--- src/rtl/ex_div_pkg.sv ---
// Shared EX-stage definitions for the iterative divider.
// Holds the divider state encoding, handshake constants, and the opcodes it serves.
package ex_div_pkg;

  typedef enum logic [1:0] {
    IDLE    = 2'd0,
    DIVZERO = 2'd1,
    BUSY    = 2'd2,
    DONE    = 2'd3
  } div_state_t;

  localparam logic DivResultReady    = 1'b1;
  localparam logic DivResultNotReady = 1'b0;
  localparam logic DivStart          = 1'b1;
  localparam logic DivStop           = 1'b0;

  localparam logic [7:0] EXE_DIV_OP  = 8'b0001_1010;
  localparam logic [7:0] EXE_DIVU_OP = 8'b0001_1011;

  localparam int DoubleRegBusMsb = 63;
  typedef logic [DoubleRegBusMsb:0] double_reg_t;

  // Lets the decoder route an ALU opcode to the divider instead of ex_alu.
  function automatic logic is_div_op(input logic [7:0] op);
    return (op == EXE_DIV_OP) || (op == EXE_DIVU_OP);
  endfunction

endpackage

--- src/rtl/div_step.sv ---
// One restoring-division iteration: shift left, trial-subtract the divisor,
// keep the difference and emit a 1 quotient bit when it does not underflow.
module div_step #(
  parameter int WIDTH = 32
) (
  input  logic [2*WIDTH:0]  work,
  input  logic [WIDTH-1:0]  divisor,
  output logic [2*WIDTH:0]  next_work,
  output logic              q_bit
);

  logic [2*WIDTH:0] shifted;
  logic [WIDTH:0]   upper;
  logic [WIDTH:0]   diff;

  // NOTE: every output is assigned on every path, so no latch can be inferred.
  always_comb begin
    shifted   = work << 1;
    upper     = shifted[2*WIDTH:WIDTH];
    diff      = upper - {1'b0, divisor};
    q_bit     = (upper >= {1'b0, divisor});
    next_work = q_bit ? {diff, shifted[WIDTH-1:1], 1'b1} : shifted;
  end

endmodule

--- src/rtl/ex_div.sv ---
// Iterative 32-cycle restoring divider for DIV/DIVU; stalls the pipeline while
// busy and returns {remainder, quotient} for the HI/LO write path.
module ex_div
  import ex_div_pkg::*;
#(
  parameter int WIDTH = 32
) (
  input  logic                 clk,
  input  logic                 rst,
  input  logic                 start_i,
  input  logic                 signed_i,
  input  logic                 annul_i,
  input  logic [WIDTH-1:0]     opdata1_i,
  input  logic [WIDTH-1:0]     opdata2_i,
  output logic [2*WIDTH-1:0]   result_o,
  output logic                 ready_o,
  output logic                 stall_o
);

  localparam int CntW = $clog2(WIDTH);
  localparam logic [CntW-1:0] LastCnt = CntW'(WIDTH - 1);

  div_state_t       state_q, state_d;
  logic [CntW-1:0]  cnt_q;
  logic [2*WIDTH:0] work_q, work_next;
  logic [WIDTH-1:0] divisor_q;
  logic             quot_neg_q, rem_neg_q;
  logic             q_bit;
  logic             accept;
  logic [WIDTH-1:0] quot_raw, rem_raw, quot_fix, rem_fix;

  function automatic logic [WIDTH-1:0] magnitude(input logic [WIDTH-1:0] v, input logic sgn);
    return (sgn && v[WIDTH-1]) ? -v : v;
  endfunction

  div_step #(.WIDTH(WIDTH)) u_step (
    .work      (work_q),
    .divisor   (divisor_q),
    .next_work (work_next),
    .q_bit     (q_bit)
  );

  assign accept = (start_i == DivStart) && !annul_i;

  // Final iteration's quotient/remainder, sign-corrected for DIV.
  assign quot_raw = {work_next[WIDTH-1:1], q_bit};
  assign rem_raw  = work_next[2*WIDTH-1:WIDTH];
  assign quot_fix = quot_neg_q ? -quot_raw : quot_raw;
  assign rem_fix  = rem_neg_q  ? -rem_raw  : rem_raw;

  // Reset gating keeps the stall request quiet even if EX holds start_i during reset.
  assign stall_o = rst && start_i && !ready_o && !annul_i;

  always_comb begin
    state_d = state_q;
    unique case (state_q)
      IDLE:    if (accept) state_d = (opdata2_i == '0) ? DIVZERO : BUSY;
      DIVZERO: state_d = annul_i ? IDLE : DONE;
      BUSY: begin
        if (annul_i)               state_d = IDLE;
        else if (cnt_q == LastCnt) state_d = DONE;
      end
      DONE:    if (annul_i || start_i == DivStop) state_d = IDLE;
      default: state_d = IDLE;
    endcase
  end

  // NOTE: sequential state uses non-blocking assignments so every register
  // samples pre-edge values regardless of statement order.
  always_ff @(posedge clk or negedge rst) begin
    if (!rst) begin
      state_q    <= IDLE;
      cnt_q      <= '0;
      work_q     <= '0;
      divisor_q  <= '0;
      quot_neg_q <= 1'b0;
      rem_neg_q  <= 1'b0;
      result_o   <= '0;
      ready_o    <= DivResultNotReady;
    end else begin
      state_q <= state_d;
      unique case (state_q)
        IDLE: begin
          if (accept) begin
            work_q     <= {{(WIDTH+1){1'b0}}, magnitude(opdata1_i, signed_i)};
            divisor_q  <= magnitude(opdata2_i, signed_i);
            quot_neg_q <= signed_i && (opdata1_i[WIDTH-1] ^ opdata2_i[WIDTH-1]);
            rem_neg_q  <= signed_i && opdata1_i[WIDTH-1];
            cnt_q      <= '0;
          end
        end
        DIVZERO: begin
          if (!annul_i) begin
            result_o <= '0;
            ready_o  <= DivResultReady;
          end
        end
        BUSY: begin
          if (!annul_i) begin
            work_q <= work_next;
            cnt_q  <= cnt_q + 1'b1;
            if (cnt_q == LastCnt) begin
              result_o <= {rem_fix, quot_fix};
              ready_o  <= DivResultReady;
            end
          end
        end
        DONE: begin
          if (annul_i || start_i == DivStop) begin
            result_o <= '0;
            ready_o  <= DivResultNotReady;
          end
        end
        default: ;
      endcase
    end
  end

endmodule
--- config.mk ---
export PLATFORM = sky130hd
export DESIGN_NAME = ex_div
export DESIGN_NICKNAME = d
export VERILOG_FILES = /design/src/rtl/ex_div_pkg.sv /design/src/rtl/div_step.sv /design/src/rtl/ex_div.sv
export SDC_FILE = /design/constraint.sdc
export NUM_CORES = 1
export LEC_CHECK = 0
export CAP_MARGIN = 5
export CORE_MARGIN = 5
export CORE_UTILIZATION = 35
export CTS_CLUSTER_SIZE = 14
export DETAILED_ROUTE_END_ITERATION = 10
export MAX_ROUTING_LAYER = met4
export PLACE_DENSITY = 0.51
export SLEW_MARGIN = 20
export SYNTH_ARGS = -nofsm -noshare
export SYNTH_HDL_FRONTEND = slang
export SYNTH_HIERARCHICAL = 1
export SYNTH_SLANG_ARGS = --single-unit
export TNS_END_PERCENT = 10
--- constraint.sdc ---
create_clock -name clk -period 10.5 [get_ports clk]
set_input_delay 2.625 -clock clk [delete_from_list [all_inputs] [get_ports clk]]
set_output_delay 2.625 -clock clk [all_outputs]
set_load 0.03 [all_outputs]
Yosys cells after proc, flatten, opt, wreduce, memory -nomap -nowiden
Index checks and enable logic that the tools add are counted.
Widths: inputs -> output; s select.
{"block": "op_classes", "n_reduce_logical": 18, "mux": 28, "order_cmp": 1, "add_sub_neg": 6, "eq_ne": 10, "bitwise": 2}
{"cell": "$mux 64", "n": 7}
{"cell": "$pmux 64 s3", "n": 1}
{"cell": "$mux 32", "n": 4}
{"cell": "$neg 32->32", "n": 4}
{"cell": "$pmux 64 s2", "n": 1}
{"cell": "$ge 33x32->1", "n": 1}
{"cell": "$logic_not 32->1", "n": 1}
{"cell": "$sub 32x32->32", "n": 1}
{"cell": "$mux 2", "n": 6}
{"cell": "$mux 5", "n": 2}
{"cell": "$ne 2x2->1 const B", "n": 5}
{"cell": "$pmux 5 s2", "n": 1}
{"cell": "$pmux 2 s4", "n": 1}
{"cell": "$logic_and 1x1->1", "n": 7}
{"cell": "$reduce_and 3->1", "n": 2}
{"cell": "$add 5x1->5 const B", "n": 1}
{"cell": "$eq 5x5->1 const B", "n": 1}
{"cell": "$reduce_and 5->1", "n": 1}
{"cell": "$eq 2x2->1 const B", "n": 2}
{"cell": "$mux 1", "n": 4}
{"cell": "$ne 3x3->1 const B", "n": 1}
{"cell": "$pmux 1 s3", "n": 1}
{"cell": "$reduce_bool 3->1", "n": 1}
{"cell": "$eq 2x1->1 const B", "n": 1}
{"cell": "7 further kinds", "n": 8}
{"block": "totals", "reg_bits": 170, "out_inout_bits": 66, "in_bits": 69}

Longest topological paths before layout
Gate-level depths: netlist of run 1.
{"block": "logic_depth", "word_depth": 7, "ltp_mapped": 19, "ltp_nobuf": 17}

Modules after synthesis
The synthesis of run 1 kept the hierarchy.
{"module": "ex_div", "n_inst": 1, "cells_per_inst": 1089, "seq_area_each_um2": 4279.1, "area_each_um2": 9628.0}
{"module": "div_step", "n_inst": 1, "cells_per_inst": 384, "seq_area_each_um2": 0.0, "area_each_um2": 2673.8}

Worst setup path after synthesis of run 1
No wires, ideal clock.
{"block": "synth_timing", "path_kind": "input to output", "start": "in annul_i", "end": "out stall_o", "n_path_buf": 1, "stages": 2, "required_ns": 7.875, "t_arrival_ns": 3.800, "setup_slack_ns": 4.075, "cell_sequence": "clkbuf_1 nor4bb_1"}
{"block": "synth_between", "elab_chain_cells": 2}
{"item": "from (decl)", "line_no": "ex_div.sv:12", "source": "input logic annul_i,"}
{"item": "$logic_not 1->1"}
{"item": "$logic_and 1x1->1", "line_no": "ex_div.sv:52", "source": "assign stall_o = rst && start_i && !ready_o && !annul_i;"}
{"item": "to (decl)", "line_no": "ex_div.sv:17", "source": "output logic stall_o"}
No other way between the ends.

Worst setup path after layout of run 1
Ends and elaborated chain as after synthesis.

==> impl.org, run 1 <==
** Detailed routing
- Final WL :: 35.5 mm
- Final ANT Viol Nets :: 0
- The first routing iteration left 764 violations.
- In the routed design, unresolved DRC markers number 0.
- Summing over every cut layer, the via total after detailed routing is approximately 11000.
- The first detailed-routing pass took 5 iterations.
- After detailed routing, the number of vias per cell comes to 5.31.
- Routed wire length per instance :: approximately 18 um

** Global routing
- Entering global routing, the biggest net connects 100 pins.
- Initial antenna violation count :: 0
- The first global-routing pass estimated roughly 57 mm of wire.
- The via count of the first global-routing pass is 9961.
- Global routing finished with a remaining overflow of 0.
- Global routing consumed, over all layers together, 18.7% of the routing resources.

** Critical path
- WS Path Type :: in -> out
- Critical path startpoint category :: primary input
- Crit path required time :: between 7 and 8 ns
- Maximum fanout along the worst path :: 10
- For the worst setup path, the data arrival time is roughly 4.4 ns.
- Critical path capture point type :: primary output

** CTS
- Clock H-tree levels :: 4
- Clock tree from TritonCTS :: done
- Root cell of the clock tree :: sky130_fd_sc_hd__clkbuf_16
- TritonCTS created 17 clock buffers.
- The number of hold buffers added after CTS was 0.
- At the later pin of the worst-skew pair, clock insertion delay measures around 0.44 ns.
- Clk sinks :: 170
- Max Buffers Root-to-Sink :: 2
- Clock edge transition at the registers on the reported setup and hold paths :: 0.07 ns
- Once the clock tree was built, the resizer swapped 0 gates to a different size.
- Buffers inserted during post-CTS setup optimization :: 0

** Placement
- Input and output buffers added on the ports amount to 134.
- The number of placed instances, taps included, is 1953.
- Placer congestion estimate :: 0.881
- Detailed placement finished with a half-perimeter wire length of 26.6 mm.

** Synth
- The Yosys step of the flow raised 6 warnings.
- The cell count after synthesis came out at 1463.
- Mean instance size in the synthesized netlist :: 8.35 um^2
- Area of the mapped netlist :: around 12000 um^2
- Post-Synthesis Net Count :: 1576

** Layout
- The number of antenna diodes in the final layout is 0.
- Final-layout fill cell count :: 3600
- Layout cells sized above 1 :: around 6.7%
- Layout overhead on the synthesized area :: 16.8%
- Layout net count :: 1630
- Leaving out filler cells and counting taps, the final layout contains 1985.

** Die
- Overall die height :: 197 um
- Core Rows :: 68
- Total die area :: between 30000 and 40000 um^2
- The initial utilization of the core area, before any placement, comes to 35.4%.
- 135 I/O pins were placed.
- From left edge to right edge, the die measures 197 um.
- The total area inside the core boundary comes to about 35000 um^2.

** STA
- Total count of hold-check failures in the final report :: 0
- In this run the tightest slew margin relative to its limit is 26.7%.
- Setup repair after global routing left no endpoint under its margin.
- The number of max-slew violations in the final report was 0.
- Final critical-path share of the clock period :: 66.4%
- After layout, the minimum clock period comes to 6.97 ns.
- Worst clock skew on the final layout :: roughly 0.008 ns
- Sum of negative setup slack :: 0 ns
- Fmax :: about 140 MHz
- Setup violations remaining at the end of the flow were counted as 0.
- Tightest Pin Transition :: 1.09 ns

** Power and ir drop
- Cell area power density :: 340 nW/um^2
- In this run the static leakage power is 6.10 nW.
- Maximum vdd drop :: 0.000145 V

** Run
- The tool flagged a number of max-cap violations equal to 0.

** Outcome
- Outcome :: finished, final reports clean

** Min path
- The worst hold path belongs to the class reg -> reg.
[metrics by stage]
stage                     util (%)  hold WS, ns  cell area (um^2)  setup slack [ns]  power (mW)
final                         41.3        0.477             14300              3.53        4.85
after global routing          41.3        0.503             14300              3.40        5.28
after CTS                     41.3        0.485             14300              3.50        4.86
after detailed placement      39.6        0.468             13700              3.53        4.19
after global placement        39.6        0.460             13700              3.54        4.16
after floorplan                  -        0.440             12200              4.07        3.41
[final timing paths]
check	endpoint	cells after the start	startpoint	slack (ns)
min in group asynchronous	result_o[29]	1	rst	2.09
setup reg to reg	result_o[59]	14	work_q[41]	5.48
hold reg to reg	divisor_q[27]	2	divisor_q[27]	0.48
setup / recovery	stall_o	3	annul_i	3.53
hold / removal	divisor_q[27]	2	divisor_q[27]	0.48
max in group asynchronous	work_q[35]	3	rst	6.79
[layout by cell type (no fill, tap or decap), types with 8 or more instances in the layout]
| cell | n |
|---|---|
| sky130_fd_sc_hd__nand2_1 | 225 |
| sky130_fd_sc_hd__dfrtp_1 | 170 |
| sky130_fd_sc_hd__clkdlybuf4s50_1 | 133 |
| sky130_fd_sc_hd__o21ai_0 | 94 |
| sky130_fd_sc_hd__nor2_1 | 78 |
| sky130_fd_sc_hd__xor2_1 | 78 |
| sky130_fd_sc_hd__o21ai_1 | 75 |
| sky130_fd_sc_hd__a21oi_1 | 71 |
| sky130_fd_sc_hd__inv_1 | 60 |
| sky130_fd_sc_hd__xnor2_1 | 58 |
| sky130_fd_sc_hd__ha_1 | 42 |
| sky130_fd_sc_hd__o31ai_1 | 39 |
| sky130_fd_sc_hd__and3_1 | 31 |
| sky130_fd_sc_hd__nand3_1 | 25 |
| sky130_fd_sc_hd__nor3_1 | 24 |
| sky130_fd_sc_hd__a31oi_1 | 24 |
| sky130_fd_sc_hd__a21o_1 | 23 |
| sky130_fd_sc_hd__o41ai_1 | 22 |
| sky130_fd_sc_hd__clkbuf_16 | 17 |
| sky130_fd_sc_hd__nor4_1 | 16 |
| sky130_fd_sc_hd__or3_1 | 15 |
| sky130_fd_sc_hd__or4_1 | 14 |
| sky130_fd_sc_hd__mux2i_1 | 12 |
| sky130_fd_sc_hd__buf_4 | 12 |
| sky130_fd_sc_hd__a21oi_2 | 11 |
| sky130_fd_sc_hd__nand4_1 | 10 |
| sky130_fd_sc_hd__mux2_2 | 8 |
[where the power goes]
group / internal, mW / switching (mW) / total [mW] / leakage, nW
Clock: 0.362 / 0.294 / 0.656 / 0.286
Combinational: 1.11 / 1.99 / 3.10 / 3.55
Sequential: 0.856 / 0.242 / 1.10 / 2.26
Total: 2.33 / 2.52 / 4.85 / 6.10
[critical path, stage by stage]
cell and delay, ns:
sky130_fd_sc_hd__clkdlybuf4s50_1 0.59, sky130_fd_sc_hd__nor4bb_1 0.39, sky130_fd_sc_hd__clkdlybuf4s50_1 0.74
[area by class of cell]
cell class,count,area (um^2),share of cell area [%]
clock buffer,18,439,3.08
multi-input combinational,1121,7190,50.3
tap,455,569,3.99
clock inverter,14,160,1.12
inverter,61,231,1.62
timing repair buffer,146,1430,10.0
sequential,170,4250,29.8
[flip-flops by register name (all words and copies together) (netlist names)]
register / flops
cnt_q: 5
divisor_q: 32
quot_neg_q: 1
ready_o: 1
rem_neg_q: 1
result_o: 64
state_q: 2
work_q: 64
[metal layers]
layer	wire length [um]	GRT usage [%]	up-vias	part of all wire (%)
li1	-	-	5304	-
met1	19200	29.8	4965	54
met2	14500	25.1	263	41
met3	1580	2.29	14	4.4
met4	253	3.78	0	0.71
met5	0	-	-	0
Note: power is estimated with default switching activity, not from simulation.
==> run 2: changes to the inputs <==
==> constraint.sdc (replaced) <==
create_clock -name clk -period 7 [get_ports clk]
set_input_delay 1.75 -clock clk [delete_from_list [all_inputs] [get_ports clk]]
set_output_delay 1.75 -clock clk [all_outputs]
set_load 0.03 [all_outputs]
==> run 2 against run 1 <==
Net effect:
- register-to-register slack worse by 3.5 ns
- die area stayed put
- design area is 0.39% lower
- worst setup slack worse by 1.8 ns
- utilization is 0.16 points lower
- via count is 0.87% lower
- clock skew is 0.0028 ns higher
==> impl.org, run 2 (synthesis gave the netlist of run 1 again) <==
** Detailed routing
- The routed length per placed instance is 18.1 um (was 17.9 um).
- DRC errors left :: 0 (unchanged)
- Detailed Route Iter0 Violations :: 733 (was 764)
- Final ANT Viol Nets :: 0 (unchanged)
- The total via count in the routed design came to 10500 (about the same).
- The overall routed net length is 35.8 mm (was 35.5 mm).
- First-pass iteration count of the detailed router :: 5 (unchanged)
- Ratio of routed vias to standard cells :: 5.27 (was 5.31)

** Critical path
- The logic depth of the worst register-to-register path came to 14 (unchanged).
- The worst path buffer plus inverter count came to 2 (unchanged).
- Destination of the worst register-to-register timing path :: result_o[59] (unchanged)
- The family with the most delay on the worst path is buffers and inverters (unchanged).
- Startpoint of the worst setup timing path :: annul_i (unchanged)
- Critical-path top delay cell :: sky130_fd_sc_hd__clkdlybuf4s50_1 (unchanged)
- The startpoint of the worst-slack reg-to-reg timing path is work_q[41] (unchanged).
- The cell seen most often among critical-path stages was sky130_fd_sc_hd__clkdlybuf4s50_1 (unchanged).
- Maximum fanout along the worst path :: 10 (unchanged)
- Critical path capture point type :: primary output (unchanged)
- Critical path startpoint category :: primary input (unchanged)
- Crit path required time :: 5.25 ns (was 7.88 ns)
- The delay of the slowest critical-path stage was 0.74 ns (about the same).
- Cell-by-cell trace of the critical path :: clkdlybuf4s50_1, nor4bb_1, clkdlybuf4s50_1 (unchanged)
- WS Path Type :: in -> out (unchanged)
- Setup slack, reg-to-reg :: 1.97 ns (was 5.48 ns)
- The arrival time at the worst endpoint came to 3.48 ns (was 4.35 ns).

** Placement
- The routability congestion estimate was 0.920 (was 0.881).
- The post-detailed-placement cell area is 13700 um^2 (about the same).
- The worst slack at placement was 1.76 ns (was 3.53 ns).
- The half-perimeter wire length after detailed placement is 26.9 mm (was 26.6 mm).
- Number of buffers added on ports :: 134 (unchanged)

** CTS
- The post-cts resize count is 0 (unchanged).
- The number of clock buffers inserted by TritonCTS came to 17 (unchanged).
- The maximum number of buffers from clock root to sink came to 2 (unchanged).
- The setup fix buffers added after clock tree synthesis was 0 (unchanged).
- The clock root buffer was sky130_fd_sc_hd__clkbuf_16 (unchanged).
- Clk sinks :: 170 (unchanged)
- Hold buffer count at cts :: 0 (unchanged)
- The number of H-tree branching levels came to 4 (unchanged).
- Clock network latency to the later pin of the worst-skew pair :: 0.44 ns (about the same)
- The CTS tree is done (unchanged).
- The clock slew seen by the registers of the worst setup and hold paths is 0.07 ns (about the same).

** Layout
- Layout net count :: 1627 (was 1630)
- Most used cells in the layout excluding fill and tap cells: 225 x sky130_fd_sc_hd__nand2_1, 170 x sky130_fd_sc_hd__dfrtp_1, 133 x sky130_fd_sc_hd__clkdlybuf4s50_1 (unchanged).
- The layout overhead on the synthesized area is 16.4% (was 16.8%).
- The final instance area is 14200 um^2 (was 14300 um^2).
- Most common library cell in the layout ignoring fill and taps :: sky130_fd_sc_hd__nand2_1 (unchanged)
- The fraction of final layout cells sized beyond drive strength 1 was 6.48% (was 6.67%).
- Registers with the highest flip-flop counts: result_o x64, work_q x64, divisor_q x32 (unchanged).
- The number of inserted diodes was 0 (unchanged).

** Power and ir drop
- Cell area power density :: 507 nW/um^2 (was 340 nW/um^2)
- The leakage power figure came to 6.07 nW (was 6.10 nW).
- Maximum vdd drop :: 0.000225 V (was 0.000145 V)
- Overall Power :: 7.21 mW (was 4.85 mW)

** STA
- The remaining max-slew budget at the tightest pin came to 26.1% (was 26.7%).
- Pins Over Slew Limit :: 0 (unchanged)
- After layout, the minimum clock period comes to roughly 5.2 ns.
- Final worst slack :: 1.77 ns (was 3.53 ns)
- The final critical path takes up 74.7% of the cycle.
- Setup repair after global routing missed its margin: no (unchanged).
- Tightest Pin Transition :: 1.10 ns (was 1.09 ns)
- Fmax :: 191 MHz
- The total negative slack came to 0 ns (unchanged).
- The worst setup skew after layout came to 0.0106 ns (was 0.00778 ns).
- Total count of hold-check failures in the final report :: 0 (unchanged)
- The number of endpoints failing setup at the final stage is 0 (unchanged).

** Die
- Die width :: 197 um (unchanged)
- The standard-cell row count came to 68 (unchanged).
- The area enclosed by the die boundary was 38700 um^2 (unchanged).
- Total I/O pin count :: 135 (unchanged)
- The core box area is 34500 um^2 (unchanged).
- Overall die height :: 197 um (unchanged)
- The starting density of the core was 35.4% (unchanged).

** Min path
- Hold WC Path Type :: reg -> reg (unchanged)
- The endpoint with the worst hold slack was result_o[15] (was divisor_q[27]).
- Hold path start :: result_o[15] (was divisor_q[27])
- Cell depth of the worst min-delay path :: 2 (unchanged)

** Global routing
- The first-pass GRT wire length was 57.6 mm (was 56.9 mm).
- Vias in the first global route :: 10100 (was 9961)
- Total GRT Usage :: 18.9% (was 18.7%)
- The initial antenna violation count was 0 (unchanged).
- Largest net degree at the start of global routing :: 76 (was 100)
- The remaining global-route overflow was 0 (unchanged).

** Outcome
- Outcome :: finished, final reports clean (unchanged)

** Run
- The max-capacitance violation count came to 0 (unchanged).
-- run 2: cell count changes in the layout (fill, tap and decap cells not counted), sizes merged --
cell / before / now
clkinvlp: 3 / 2
inv: 66 / 70
buf: 13 / 10
clkinv: 4 / 3
bufinv: 2 / 0
-- run 2: power by group --
group	internal, mW	switching [mW]
Sequential	1.28	0.358
Combinational	1.65	2.99
Clock	0.471	0.459
Total	3.40	3.80
-- run 2: final cells by class --
cell class,count,area [um^2]
clock buffer,18,429
clock inverter,14,131
fill,3552,20300
inverter,61,231
multi-input combinational,1121,7190
sequential,170,4250
tap,455,569
timing repair buffer,143,1410
-- run 2: tightest hold or removal path, stage by stage, from the launching register on --
cell                      delay [ns]
sky130_fd_sc_hd__dfrtp_1        0.34
sky130_fd_sc_hd__nand2_1        0.04
sky130_fd_sc_hd__o21ai_0        0.06
-- run 2: metrics by stage --
stage	std cells	hold WS (ns)	utilization [%]
after floorplan	1463	0.440	-
after global placement	1950	0.459	39.5
after detailed placement	1950	0.467	39.5
after CTS	1982	0.483	41.1
after global routing	1982	0.506	41.2
final	1982	0.480	41.2
-- run 2: layer usage --
metal | global-route usage (%) | vias to the layer above | share of wire [%]
met5 | - | - | 0
met4 | 3.31 | 0 | 0.66
met3 | 3.08 | 15 | 4.6
met2 | 25.8 | 239 | 41
met1 | 29.4 | 4907 | 54
li1 | - | 5293 | -
-- run 2: how the worst max path moves through the flow --
| stage | endpoint | slack, ns | cells after the start |
|---|---|---|---|
| after global placement | stall_o | 1.82 | 3 |
| after detailed placement | stall_o | 1.76 | 3 |
| final | stall_o | 1.77 | 3 |
| after CTS | stall_o | 1.74 | 3 |
| after floorplan | stall_o | 2.32 | 2 |
| after global routing | result_o[54] | 1.51 | 14 |
==> run 3: changes to the inputs <==
==> constraint.sdc (replaced) <==
create_clock -name clk -period 5.3 [get_ports clk]
set_input_delay 1.325 -clock clk [delete_from_list [all_inputs] [get_ports clk]]
set_output_delay 1.325 -clock clk [all_outputs]
set_load 0.03 [all_outputs]
==> run 3 against run 2 <==
Net effect:
- register-to-register slack got worse by 1.2 ns
- wire length up 3.3%
- design area grew 0.87%
- clock power up 35%
- utilization increased by 0.36 points
- cell count rose by 0.71%
- power increased by 35%
- via count increased by 2.6%
- combinational power is 36% higher
==> impl.org, run 3 (synthesis gave the netlist of run 1 again) <==
** Critical path
- The data required time of the worst path came to 5.61 ns (was 5.25 ns).
- Critical-path top delay cell :: sky130_fd_sc_hd__nor4_4 (was sky130_fd_sc_hd__clkdlybuf4s50_1)
- Cell-by-cell trace of the critical path: ha_1, nand4_1, and4bb_1, o31a_1, o211ai_1, a21oi_2, o21ai_4, inv_4, mux2_2, nor4_4, nand3_1, o41ai_1, xor2_1, o21ai_1 (was clkdlybuf4s50_1, nor4bb_1, clkdlybuf4s50_1).
- CP Buf/Inv Count :: 1 (was 2)
- CP peak stage delay :: 0.53 ns (was 0.74 ns)
- The kind of end point of the critical path is a flop (was primary output).
- The family with the most delay on the worst path was simple AND/OR/NAND/NOR gates (was buffers and inverters).
- WS Path Type :: reg -> reg (was in -> out)
- Critical path startpoint category :: flop (was primary input)
- The arrival time at the worst endpoint came to 4.86 ns (was 3.48 ns).
- The largest fanout on the critical path is 35 (was 10).

** STA
- Sum of negative setup slack :: 0 ns (unchanged)
- Final period demand of the worst path :: around 4.6 ns
- Dividing the final minimum period by the clock period gives a little under nine tenths.
- Setup repair after global routing missed its margin :: no (unchanged)
- Slew margin rel. :: 37.6% (was 26.1%)
- Worst clock skew on the final layout :: 0.0150 ns (was 0.0106 ns)
- Tightest Pin Transition :: 0.935 ns (was 1.10 ns)
- Fmax :: 220 MHz
- The number of max-slew violations in the final report is 0 (unchanged).
- The number of endpoints failing setup at the final stage came to 0 (unchanged).
- Total count of hold-check failures in the final report :: 0 (unchanged)

** Detailed routing
- The total via count in the routed design came to 10700 (was 10500).
- The number of DRC violations after detailed-routing iteration 0 was 750 (was 733).
- Ratio of routed vias to standard cells :: 5.37 (was 5.27)
- First-pass iteration count of the detailed router :: 5 (unchanged)
- The overall routed net length was 37.0 mm (was 35.8 mm).
- DRC errors left :: 0 (unchanged)
- The number of nets with antenna violations after detailed routing was 0 (unchanged).
- Routed wire length per instance :: 18.5 um (was 18.1 um)

** Power and ir drop
- The power per standard cell area came to 678 nW/um^2 (was 507 nW/um^2).
- Maximum vdd drop :: 0.000291 V (was 0.000225 V)
- The leakage power figure came to 6.16 nW (was 6.07 nW).

** Layout
- Most common library cell in the layout ignoring fill and taps :: sky130_fd_sc_hd__nand2_1 (unchanged)
- The number of inserted diodes came to 0 (unchanged).
- Most used cells in the layout excluding fill and tap cells :: 225 x sky130_fd_sc_hd__nand2_1, 170 x sky130_fd_sc_hd__dfrtp_1, 133 x sky130_fd_sc_hd__clkdlybuf4s50_1 (unchanged)
- Layout overhead on the synthesized area :: 17.4% (was 16.4%)
- Final-layout fill cell count :: 3599 (was 3552)
- Layout net count :: 1641 (was 1627)
- The post-route core utilization came to 41.5% (was 41.2%).
- Layout cells sized above 1 :: 7.33% (was 6.48%)
- Registers with the highest flip-flop counts :: result_o x64, work_q x64, divisor_q x32 (unchanged)

** Die
- Initial core utilization :: 35.4% (unchanged)
- Overall die height :: 197 um (unchanged)
- The core box area was 34500 um^2 (unchanged).
- The die outline width came to 197 um (unchanged).
- Total die area :: 38700 um^2 (unchanged)
- Total I/O pin count :: 135 (unchanged)
- Core Rows :: 68 (unchanged)

** Global routing
- The first-pass GRT wire length was 59.4 mm (was 57.6 mm).
- Vias in the first global route :: 10300 (was 10100)
- Total GRT Usage :: 19.5% (was 18.9%)
- Largest net degree at the start of global routing :: 76 (unchanged)
- Initial antenna violation count :: 1 (was 0)
- The remaining global-route overflow came to 0 (unchanged).

** CTS
- The setup fix buffers added after clock tree synthesis was 0 (unchanged).
- The sink count of the clock tree was 170 (unchanged).
- CTS resizes :: 0 (unchanged)
- The number of clock buffers inserted by TritonCTS came to 17 (unchanged).
- Clock network latency to the later pin of the worst-skew pair :: 0.44 ns (about the same)
- The CTS tree is done (unchanged).
- Hold buffer count at cts :: 0 (unchanged)
- Clock edge transition at the registers on the reported setup and hold paths :: 0.08 ns (was 0.07 ns)
- Clock H-tree levels :: 4 (unchanged)
- The maximum number of buffers from clock root to sink came to 2 (unchanged).
- Root cell of the clock tree :: sky130_fd_sc_hd__clkbuf_16 (unchanged)

** Min path
- The classification of the worst-slack hold path is reg -> reg (unchanged).

** Placement
- The routability congestion estimate was 0.922 (was 0.920).
- The half-perimeter wire length after detailed placement was 28.1 mm (was 26.9 mm).
- Number of buffers added on ports :: 134 (unchanged)

** Outcome
- Outcome :: finished, final reports clean (unchanged)

** Run
- # Max-Cap Violations :: 0 (unchanged)
## run 3: cell types whose count changed in the layout (fill, tap and decap cells not counted), sizes merged
cell	change
inv	-2
buf	+14
clkinv	+4
clkinvlp	-2
## run 3: power breakdown
part	internal, mW	leakage (nW)	switching, mW
clock network	0.633	0.286	0.627
registers	1.69	2.26	0.470
logic	2.24	3.61	4.05
## run 3: final cells by class
cell class / count / area, um^2 / area share (%)
multi-input cells: 1121 / 7190 / 50.1
clock inverters: 14 / 153 / 1.06
clock buffers: 18 / 429 / 2.99
repair buffers: 157 / 1520 / 10.6
well taps: 455 / 569 / 3.97
inverters: 61 / 231 / 1.61
flip-flops and latches: 170 / 4250 / 29.7
## run 3: worst min-delay path, delay by kind of cell (launching register included)
kind	cells	cell delay, ns
DFF	1	0.35
and+or+nand+nor	2	0.10
## run 3: final timing paths
path                            start  slack (ns)  depth (start not counted)      endpoint
hold / removal               cnt_q[4]        0.48                          2      cnt_q[4]
min in group asynchronous         rst        0.77                          1  result_o[24]
max in group asynchronous         rst        2.71                          3    work_q[39]
setup reg to reg           work_q[41]        0.75                         14  result_o[59]
hold reg to reg              cnt_q[4]        0.48                          2      cnt_q[4]
setup / recovery           work_q[41]        0.75                         14  result_o[59]
## run 3: metal layers
metal | track usage [%] | up-vias | routed length (um)
met5 | - | - | 0
met4 | 4.78 | 0 | 534
met3 | 2.62 | 38 | 1620
met2 | 26.7 | 258 | 15200
met1 | 30.1 | 5112 | 19700
li1 | - | 5316 | -
## run 3: per-stage QoR
step	hold slack [ns]	setup slack, ns	instances	power, mW	cell area (um^2)
after floorplan	0.440	1.47	1463	6.76	12200
after global placement	0.459	0.775	1964	8.40	13700
after detailed placement	0.467	0.752	1964	8.42	13800
after CTS	0.484	0.735	1996	9.73	14300
after global routing	0.508	0.348	1996	10.6	14300
final	0.478	0.747	1996	9.72	14300
